$ cat src/rtl/nes_pkg.sv
// Shared NES definitions: OAM DMA FSM states and fixed bus addresses.
package nes_pkg;

  typedef enum logic [2:0] {
    IDLE,
    HALT,
    ALIGN,
    READ,
    WRITE
  } dma_state_t;

  localparam logic [15:0] OAM_DMA_REG      = 16'h4014;
  localparam logic [15:0] PPU_OAMDATA_ADDR = 16'h2004;
  localparam int unsigned OAM_DMA_LEN      = 256;

endpackage

$ cat src/rtl/oam_dma_ctrl.sv
// Sprite OAM DMA controller and CPU/DMA memory-bus arbiter.
// Build option OAM_DMA_PARITY_EN: track bus parity and insert ALIGN so reads land on even cycles.
module oam_dma_ctrl
  import nes_pkg::*;
(
  input  logic        clk,
  input  logic        nreset,
  input  logic [15:0] cpu_addr,
  input  logic [7:0]  cpu_dout,
  input  logic        cpu_r_nw,
  output logic [7:0]  cpu_din,
  output logic        cpu_ready,
  output logic [15:0] mem_addr,
  output logic [7:0]  mem_wdata,
  output logic        mem_r_nw,
  input  logic [7:0]  mem_rdata,
  output logic        dma_active
);

  localparam logic [7:0] LAST_IDX = 8'(OAM_DMA_LEN - 1);

  dma_state_t state, state_nxt;
  logic [7:0] page;
  logic [7:0] idx;
  logic       trigger;

  assign trigger = (state == IDLE) && !cpu_r_nw && (cpu_addr == OAM_DMA_REG);
  assign cpu_din = mem_rdata;

`ifdef OAM_DMA_PARITY_EN
  logic parity;

  always_ff @(posedge clk or negedge nreset) begin
    if (!nreset) parity <= 1'b0;
    else         parity <= ~parity;
  end
`endif

  always_ff @(posedge clk or negedge nreset) begin
    if (!nreset) begin
      state <= IDLE;
      page  <= '0;
      idx   <= '0;
    end else begin
      state <= state_nxt;
      if (trigger) begin
        page <= cpu_dout;
        idx  <= '0;
      end else if (state == WRITE) begin
        idx <= idx + 8'd1;
      end
    end
  end

  always_comb begin
    state_nxt  = state;
    mem_addr   = cpu_addr;
    mem_wdata  = cpu_dout;
    mem_r_nw   = 1'b1;
    cpu_ready  = 1'b0;
    dma_active = 1'b1;
    unique case (state)
      IDLE: begin
        cpu_ready  = 1'b1;
        dma_active = 1'b0;
        mem_r_nw   = cpu_r_nw;
        if (trigger) state_nxt = HALT;
      end
      HALT: begin
`ifdef OAM_DMA_PARITY_EN
        // parity now is the opposite of the next cycle's; READ needs the next one even
        state_nxt = parity ? READ : ALIGN;
`else
        state_nxt = READ;
`endif
      end
      ALIGN: state_nxt = READ;
      READ: begin
        mem_addr  = {page, idx};
        state_nxt = WRITE;
      end
      WRITE: begin
        mem_addr  = PPU_OAMDATA_ADDR;
        mem_wdata = mem_rdata;
        mem_r_nw  = 1'b0;
        state_nxt = (idx == LAST_IDX) ? IDLE : READ;
      end
      default: state_nxt = IDLE;
    endcase
  end

endmodule

$ cat config.mk
export PLATFORM = sky130hd
export DESIGN_NAME = oam_dma_ctrl
export DESIGN_NICKNAME = d
export VERILOG_FILES = /design/src/rtl/nes_pkg.sv /design/src/rtl/oam_dma_ctrl.sv
export SDC_FILE = /design/constraint.sdc
export NUM_CORES = 1
export LEC_CHECK = 0
export ABC_AREA = 1
export CORE_MARGIN = 2
export CORE_UTILIZATION = 40
export CTS_CLUSTER_DIAMETER = 40
export CTS_CLUSTER_SIZE = 40
export DETAILED_ROUTE_END_ITERATION = 10
export PLACE_DENSITY = 0.8
export SLEW_MARGIN = 20
export SYNTH_ARGS = -nofsm -noshare
export SYNTH_HDL_FRONTEND = slang
export SYNTH_SLANG_ARGS = --single-unit
$ cat constraint.sdc
create_clock -name clk -period 1.5 [get_ports clk]
set_input_delay 0.3 -clock clk [delete_from_list [all_inputs] [get_ports clk]]
set_output_delay 0.3 -clock clk [all_outputs]
set_load 0.03 [all_outputs]
==> results.md, run 1 <==
* GR Overflow Total at 0
* Syn avg cell area at between 6 and 7 um2
* Cell variety after synth at 25
* Die Wd at 63.5 um
* CTS root buf: clkbuf_4
* Area occupied by multi-input gates at 1010 um2
* Seq pwr share at 0.493
* CTS Hold Bufs at 0
* Layout Skew at roughly 1.4 ps
* Peak supply drop at ~0.27 mV
* Max-Cap Viols at 0
* Via count at about 1.8k
* Fin crit period at ~1900 ps
* Crit path max fanout at 7
* F_max at about 530 MHz
* Util after Layout at 0.805
* Period utilization at 1.27
* Die height at around 64 um
* Top post-synthesis cells by area: dfrtp_1 (34%), nand2_1 (21%), inv_1 (6.4%), nor2_1 (5.8%), buf_4 (4.8%)
* Post-Place Worst Slack at -150 ps
* RR Endpoint: page[6]$_DFFE_PN0P_
* Worst-path clk slew at 110 ps
* Residual DRC at 0
* Diode count at 0
* Fin cells at approximately 350
* CP Launch Type: register
* Yosys warns at 0
* Clock sinks at 19
* Final RePlAce weighted congestion at approximately 0.83
* CP delay by family, top: flip-flops
* CTS buffer count at 3
* Pint at ~750 uW
* Placed cell count at about 340
* Top-area cell type share of the netlist area at 0.335
* Routed Antenna Nets at 0
* Pin count of the biggest net entering global routing at 20
* CP Buf/Inv Count at 2
* Setup-failing EPs final at 42
* Nets at 343
* Row count at 21
* Leakage power at approximately 0.0014 uW
* Reg2Reg Depth at 9
* CP peak stage delay at ~460 ps
* Logic pwr share at 0.249
* H-tree level count at 1
* GR Util All Layers at 0.245
* Area of the mapped netlist at 1420 um2
* Setup WS post-layout at -399 ps
* RSZ-0062 raised after global routing: true
* Switching pwr at a little under 300 uW
* Fill count at 241
* WP data arrival at between 1500 and 2000 ps
* Drt first pass iters at 4
* Clock tree from TritonCTS: built
* Syn Nets at about 250
* Via density at approximately 5.2
* Syn-to-layout area delta at 91.1%
* Core area at roughly 3400 um2
* Clock power share at 0.258
* Pwr Density at approximately 380 nW/um2
* Slew @ Worst Pin at approximately 270 ps
* Setup CP Type: register to primary output
* Vias in the first global route at ~1.7k
* Status: complete, but fails checks
* Clock latency on the worst-skew pair at roughly 300 ps
* Initial antenna violation count at 0
* Yosys reg bits at 19
* First-pass GRT wire length at between 7 and 8 mm
* Final Hold Vio Count at 0
* Sequential cell area fraction in the yosys report at 0.335
* Final HPWL DP at 3.31 mm
* Slew HR at 0.822
* Endpoint class of the critical path: primary output
* Total die area at about 4000 um2
* R2R setup slack at -70 ps
* Layout cells sized above 1 at 0.520
* Starting Density at 0.422
* Top Ports at 70
* Worst path required time at between 1000 and 1500 ps
* Final hold slack at roughly 320 ps
* Post-Syn Instances at about 210
* Worst flop-to-flop path startpoint: state[1]$_DFFE_PN0P_
* CP Cell Sequence: nand2_2, nor2_4, nor2_4, clkinv_4, o21ai_2, buf_6
* Crit-path most repeated cell: nor2_4
* Failing checks: negative setup slack
* Wire per inst at between 15 and 20 um
* Crit-path slowest cell: dfrtp_2
* DRT iter0 DRCs at around 140
* Sw Ratio at 0.280
* Fin. max-slew vios at 0
* Clock Path Buffers at 2
* Sum of routed wire length over all layers at roughly 5.4 mm
* Reg area at about 480 um2
* Worst Hold Class: input pin to async pin
* IO buf count at a little under 70
* Leading area contributor after synthesis: dfrtp_1
final cells by class:
| type | instances | area share |
|---|---|---|
| timing repair buffer | 102 | 0.380 |
| multi-input combinational | 155 | 0.373 |
| sequential | 19 | 0.176 |
| inverter | 26 | 0.0388 |
| tap | 46 | 0.0212 |
| clock buffer | 3 | 0.00831 |
| clock inverter | 1 | 0.00185 |
Yosys cell counts:
cell type	number
nand2_1	81
inv_1	24
nor2_1	22
dfrtp_1	19
nand3_1	10
buf_4	9
o21ai_0	9
nand4_1	8
a21oi_1	5
nor2_4	5
a22o_1	3
buf_6	2
inv_2	2
o21ai_1	2
a21oi_2	1
buf_2	1
clkbuf_1	1
ha_1	1
nand2_4	1
nand3_4	1
nor2_2	1
nor2_8	1
nor3_1	1
o22ai_1	1
xor2_1	1
timing repair:
action                     4_1_cts  5_1_grt
cloned                           0        4
hold endpoints to repair         0        0
resized for setup               52       67
setup endpoints to repair       28       44
pin swaps                        2       17
setup buffers                    4        7
cell usage in the layout (no fill, tap or decap), drive strengths merged:
cell,synthesis,routed
nand4,8,8
o21ai,11,11
inv,26,25
a21oi,6,6
ha,1,1
xor2,1,1
clkinv,0,2
nor3,1,1
nand3,11,12
dfrtp,19,19
clkbuf,1,4
buf,12,67
nand2,82,82
o22ai,1,1
nor2,29,29
clkdlybuf4s50,0,34
a22o,3,3
metal layers:
layer  vias to the layer above  track usage  wire (um)  part of all wire
li1                        854            -          -                 -
met1                       866        0.313       2080              0.38
met2                        97        0.422       2750              0.51
met3                        19       0.0411        432             0.079
met4                         0       0.0734        172             0.032
met5                         -            0          0                 0
worst max-delay path by stage:
stage                         end  cells after the start            startpoint
2_1_floorplan        mem_addr[10]                      6  state[1]$_DFFE_PN0P_
3_3_place_gp   idx[6]$_DFFE_PN0P_                      9          cpu_addr[14]
3_5_place_dp          mem_addr[7]                      5  state[0]$_DFFE_PN0P_
4_1_cts               mem_addr[6]                      8  state[0]$_DFFE_PN0P_
5_1_grt               mem_addr[2]                      7  state[0]$_DFFE_PN0P_
6_report             mem_addr[11]                      6  state[0]$_DFFE_PN0P_
power by group through the flow:
stage               Combinational, uW  Clock (uW)  Sequential, uW
floorplan                        93.3           0             522
global placement                  234           0             522
detailed placement                236           0             522
CTS                               249         267             512
global route                      274         294             512
finish                            259         268             512
registers in the layout, indices dropped and copies added (netlist names):
register,count
idx,8
page,8
state,3
stage by stage:
stage / setup TNS, ps / cell area (um2) / power [uW]
after detailed placement: -3170 / 2190 / 758
after CTS: -7610 / 2430 / 1030
after global routing: -12290 / 2710 / 1080
after global placement: -2950 / 2190 / 756
after floorplan: -519 / 1470 / 615
final: -9700 / 2710 / 1040
cell families (layout without fill, tap and decap cells):
kind of cell,count (synthesis),count (layout),share of synthesized area
compound gates,21,21,0.0856
xor+xnor,1,1,0.00618
fa+ha+maj,1,1,0.00882
buf+inv,39,132,0.139
flops,19,19,0.335
simple gates,131,132,0.425
No activity file was read; power rests on OpenSTA's default activity.
==> inputs of run 2 (changes only) <==
GPL_TIMING_DRIVEN = 0   (was not set)
REMOVE_ABC_BUFFERS = 1   (was not set)
==> results.md, run 2 (synthesis results as in run 1) <==
* H-tree level count at 1
* Wire per inst at roughly 14 um
* Drt first pass iters at 4
* Max-Cap Viols at 0
* Commonest non-fill, non-tap cell in the layout: nand2_1
* Via density at around 5
* Slew HR at 0.394
* CP Launch Type: register
* Clock sinks at 19
* DRT iter0 DRCs at slightly above 80
* Final Hold Vio Count at 0
* Sum of routed wire length over all layers at slightly below 5 mm
* Nets at 331
* Layout cells sized above 1 at 0.293
* GR Util All Layers at 0.215
* Reg area at 479 um2
* Setup-failing EPs final at 27
* Routed Antenna Nets at 0
* IO buf count at 69
* Routed wl met2 at between 2 and 2.5 mm
* CTS Hold Bufs at 0
* Peak supply drop at roughly 0.3 mV
* Initial antenna violation count at 0
* CTS buffer count at 3
* RSZ-0062 raised after global routing: true
* Diode count at 0
* Setup CP Type: register to primary output
* Syn-to-layout area delta at 68.2%
* Die Wd at 63.5 um
* Worst-path clk slew at about 120 ps
* Pin count of the biggest net entering global routing at 20
* Fin. max-slew vios at 0
* Clock tree from TritonCTS: built
* Worst Hold Class: input pin to async pin
* Crit path max fanout at 7
* Starting Density at 0.422
* Design Power at slightly above 1000 uW
* Fill count at around 290
* Setup WS post-layout at -425 ps
* Met1 wire length at 1.93 mm
* Core area at 3360 um2
* Top Ports at 70
* Regs by FF count: idx: 8 flops, page: 8 flops, state: 3 flops
* Clock latency on the worst-skew pair at 310 ps
* Slew @ Worst Pin at between 900 and 1000 ps
* First-pass GRT wire length at 6.90 mm
* Pwr Density at between 400 and 500 nW/um2
* CTS root buf: clkbuf_4
* Final RePlAce weighted congestion at between 0.8 and 0.9
* Total die area at around 4000 um2
* Area occupied by multi-input gates at between 800 and 900 um2
* Fin crit period at a little under 2000 ps
* Period utilization at 1.28
* Vias in the first global route at ~1.5k
* Failing checks: negative setup slack
* Clock Path Buffers at 2
* GR Overflow Total at 0
* Worst path required time at about 1200 ps
* Endpoint class of the critical path: primary output
* WP data arrival at roughly 1600 ps
* Die height at around 64 um
* Status: complete, but fails checks
* Highest-count cells in the layout ignoring fill and taps: nand2_1 (73), clkdlybuf4s50_1 (34), buf_4 (23), buf_6 (22)
* Util after Layout at 0.709
* Top layer in use: met4
* DR WL met3 at between 400 and 500 um
* F_max at between 500 and 600 MHz
* Residual DRC at 0
* Layout Skew at 0.886 ps
* Leakage power at 0.00125 uW
* Via count at approximately 1.7k
* Final HPWL DP at just under 3 mm
* Row count at 21
-- run 2: worst max-delay path: stages, from the launching register on --
cell and delay [ps]:
dfrtp_2 470, nand2_4 80, nor2_4 190, nor2_4 100, buf_12 150, a22o_1 190, buf_6 140
-- run 2: metrics by stage --
stage	hold WS (ps)	instance area, um2	instances	setup TNS, ps	setup WS (ps)
floorplan	4.41	1320	199	-4760	-492
global placement	463	2070	314	-26850	-1010
detailed placement	467	2070	314	-27720	-1070
CTS	497	2180	327	-9330	-423
global route	518	2380	340	-11690	-457
finish	482	2380	340	-9490	-425
-- run 2: power by group --
group / total, uW / leakage [uW] / switching [uW] / internal (uW)
Combinational: 231 / 0.000983 / 110 / 121
Clock: 290 / 0.0000150 / 186 / 104
Sequential: 512 / 0.000249 / 0.00430 / 512
Total: 1030 / 0.00125 / 296 / 737
-- run 2: path summary, 6_finish.rpt --
path                                 startpoint                   end  slack (ps)  cells after the start
min in group clk            page[3]$_DFFE_PN0P_   page[3]$_DFFE_PN0P_         500                      2
max in group asynchronous                nreset  state[1]$_DFFE_PN0P_         410                      1
setup / recovery           state[0]$_DFFE_PN0P_           mem_addr[9]        -420                      6
hold reg to reg             page[3]$_DFFE_PN0P_   page[3]$_DFFE_PN0P_         500                      2
hold / removal                           nreset    idx[1]$_DFFE_PN0P_         480                      1
setup reg to reg           state[1]$_DFFE_PN0P_    idx[4]$_DFFE_PN0P_          10                      8
-- run 2: final cells by class --
class,instances,share of cell area
timing repair buffer,89,0.367
multi-input combinational,156,0.354
sequential,19,0.201
inverter,26,0.0430
tap,46,0.0241
clock buffer,4,0.0110
-- run 2: what timing repair did --
action	4_1_cts	5_1_grt
gates resized for setup	214	30
pin swaps	5	9
setup buffers	8	13
cloned	1	1
setup endpoints to repair	38	48
-- run 2: layer usage --
metal / vias to the layer above / GRT usage
li1: 829 / -
met1: 781 / 0.297
met2: 87 / 0.341
met3: 8 / 0.0286
met4: 0 / 0.0842
met5: - / 0
==> inputs of run 3 (changes only) <==
ABC_AREA = not set   (was 1)
CORE_ASPECT_RATIO = 0.8   (was not set)
CORE_UTILIZATION = 38   (was 40)
==> results.md, run 3 <==
* Commonest non-fill, non-tap cell in the layout: clkdlybuf4s50_1
* Slew @ Worst Pin at around 880 ps
* Starting Density at 0.396
* Leakage power at ~0.001 uW
* H-tree level count at 1
* Sequential cell area fraction in the yosys report at 0.389
* Status: complete, but fails checks
* Setup WS post-layout at -515 ps
* GR Overflow Total at 0
* Setup crit end: mem_addr[5]
* Syn-to-layout area delta at 73.9%
* Period utilization at 1.34
* Drt first pass iters at 4
* Wire per inst at approximately 16 um
* Design Power at approximately 3800 uW
* Worst flop-to-flop path startpoint: state[1]$_DFFE_PN0P_
* Post-Syn Instances at between 100 and 150
* Setup-failing EPs final at between 40 and 50
* GR Util All Layers at 0.222
* Die Wd at 67.4 um
* CP delay by family, top: flip-flops
* CTS buffer count at 3
* Failing checks: negative setup slack
* Reg2Reg Depth at 6
* Sum of routed wire length over all layers at a little under 4 mm
* Die height at 54.7 um
* Layout Skew at between 4 and 5 ps
* Crit-path slowest cell: dfrtp_2
* Post-synth EDFFs at 0
* Pwr Density at around 1800 nW/um2
* RR Endpoint: page[1]$_DFFE_PN0P_
* Main flop type after synthesis: dfrtp_1
* Clock Path Buffers at 2
* Top post-synthesis cells by area: dfrtp_1 (39%), a22o_1 (10%), nand2_1 (9.2%), mux2_2 (6.4%), buf_4 (4.9%)
* WP data arrival at about 1700 ps
* Routed Antenna Nets at 0
* Most frequent cells after synthesis: nand2_1 (30), dfrtp_1 (19), a22o_1 (14)
* Initial antenna violation count at 0
* Yosys reg bits at 19
* Crit path max fanout at 13
* Clock tree from TritonCTS: built
* RSZ-0062 raised after global routing: true
* CP Launch Type: register
* CP peak stage delay at around 430 ps
* Peak supply drop at 1.20 mV
* Top-count cell post-synth: nand2_1
* IO buf count at 69
* Residual DRC at 0
* Final setup TNS at -16,340 ps
* Post-synthesis async set-or-reset flop share at 1.00
* Fin crit period at 2020 ps
* CP Cell Sequence: nand2_1, or2_4, clkinvlp_4, nor2_4, buf_12, a22o_1, buf_6
* Endpoint class of the critical path: primary output
* Regs by FF count: idx: 8 flops, page: 8 flops, state: 3 flops
* Top Ports at 70
* R2R setup slack at -370 ps
* Slew HR at 0.409
* Via count at 1,273
* Max-Cap Viols at 0
* Worst Hold Class: register to register
* Total die area at roughly 3700 um2
* Final HPWL DP at around 2.7 mm
* Nets at between 200 and 250
* Final RePlAce weighted congestion at 0.757
* Vias in the first global route at 1,221
* Row count at 18
* Worst path required time at between 1000 and 1500 ps
* Fin. max-slew vios at 0
* Final Hold Vio Count at 0
* Pin count of the biggest net entering global routing at 20
* Layout cells sized above 1 at 0.317
* Clock sinks at 19
* Critical path depth at 7
* Core area at 3090 um2
* Highest-count cells in the layout ignoring fill and taps: clkdlybuf4s50_1 (32), nand2_1 (30), dfrtp_1 (16), buf_6 (15), a22o_1 (14)
* Syn avg cell area at 9.33 um2
* Critical path origin: state[0]$_DFFE_PN0P_
* Area of the mapped netlist at around 1200 um2
* Cell variety after synth at 30
* DRT iter0 DRCs at 45
* Top-area cell type share of the netlist area at 0.389
* F_max at slightly below 500 MHz
* Leading area contributor after synthesis: dfrtp_1
* Setup CP Type: register to primary output
* Clock latency on the worst-skew pair at about 260 ps
* Worst-path clk slew at 70 ps
* Via density at just over 5
* Diode count at 0
* CTS root buf: clkbuf_8
* Yosys warns at 0
* First-pass GRT wire length at a little under 6 mm
* CP Buf/Inv Count at 3
run 3: changes by cell type after synthesis, moves of 6 or more:
cell | before | now
inv_1 | 24 | 3
a22o_1 | 3 | 14
nand2_1 | 81 | 30
nand3_1 | 10 | 2
mux2_2 | 0 | 7
nor2_1 | 22 | 10
o21ai_0 | 9 | 3
run 3: cell type report:
cell class | instances | area (um2)
Multi-Input combinational cell | 96 | 687
Fill cell | 214 | 960
Timing Repair Buffer | 83 | 850
Sequential cell | 19 | 479
Clock buffer | 4 | 45.0
Tap cell | 40 | 50.0
Inverter | 3 | 15.0
run 3: kinds of logic (layout without fill, tap and decap cells):
logic type               Yosys count  count (layout)  synth area share
flip-flops                        19              19             0.389
AND/OR/NAND/NOR                   59              59             0.253
XOR/XNOR                           8               8            0.0573
buffers and inverters             16              90            0.0829
adder cells (fa/ha/maj)            1               1            0.0102
multiplexers                       8               8            0.0768
AO/OA/AOI/OAI                     20              20             0.131
run 3: worst reg2reg max path, stage by stage, from the launching register on:
cell	delay [ps]
dfrtp_2	440
buf_4	150
nor3_2	230
nand4_2	160
nor4_4	260
buf_12	180
mux2_2	330
run 3: worst min-delay path by stage:
| stage | slack (ps) | start | depth (start not counted) | to |
|---|---|---|---|---|
| final | 520 | page[0]$_DFFE_PN0P_ | 1 | page[0]$_DFFE_PN0P_ |
| after global routing | 530 | page[4]$_DFFE_PN0P_ | 1 | page[4]$_DFFE_PN0P_ |
| after CTS | 520 | page[3]$_DFFE_PN0P_ | 1 | page[3]$_DFFE_PN0P_ |
| after detailed placement | 500 | page[3]$_DFFE_PN0P_ | 1 | page[3]$_DFFE_PN0P_ |
| after global placement | 490 | page[1]$_DFFE_PN0P_ | 1 | page[1]$_DFFE_PN0P_ |
| after floorplan | 4 | nreset | 0 | idx[0]$_DFFE_PN0P_ |
run 3: per-stage QoR:
step / instance area (um2) / setup WS (ps) / hold slack (ps) / utilization / instances
floorplan: 1130 / -937 / 4.41 / - / 118
global placement: 1870 / -2250 / 494 / 0.607 / 227
detailed placement: 1890 / -1390 / 500 / 0.611 / 228
CTS: 2090 / -496 / 516 / 0.677 / 244
global route: 2130 / -573 / 528 / 0.689 / 245
finish: 2130 / -515 / 516 / 0.689 / 245
run 3: what timing repair did:
item                       in CTS  in global routing
hold endpoints to repair        0                  0
setup buffers                  11                  1
hold buffers                    0                  0
setup endpoints to repair      52                 49
pin swaps                       5                  4
gates resized for setup       159                 14
gates cloned                    1                  0
run 3: metal layers:
metal	global-route usage	vias to the layer above	wire, um
met2	0.398	47	2000
li1	-	602	-
met4	0.0680	0	65
met3	0.0658	8	286
met5	0	-	0
met1	0.258	616	1500
run 3: power by group:
part	switching, uW	total (uW)	internal (uW)	leakage [uW]
Sequential	210	874	664	0.000231
Clock	174	363	190	0.0000228
Combinational	1410	2600	1190	0.000737
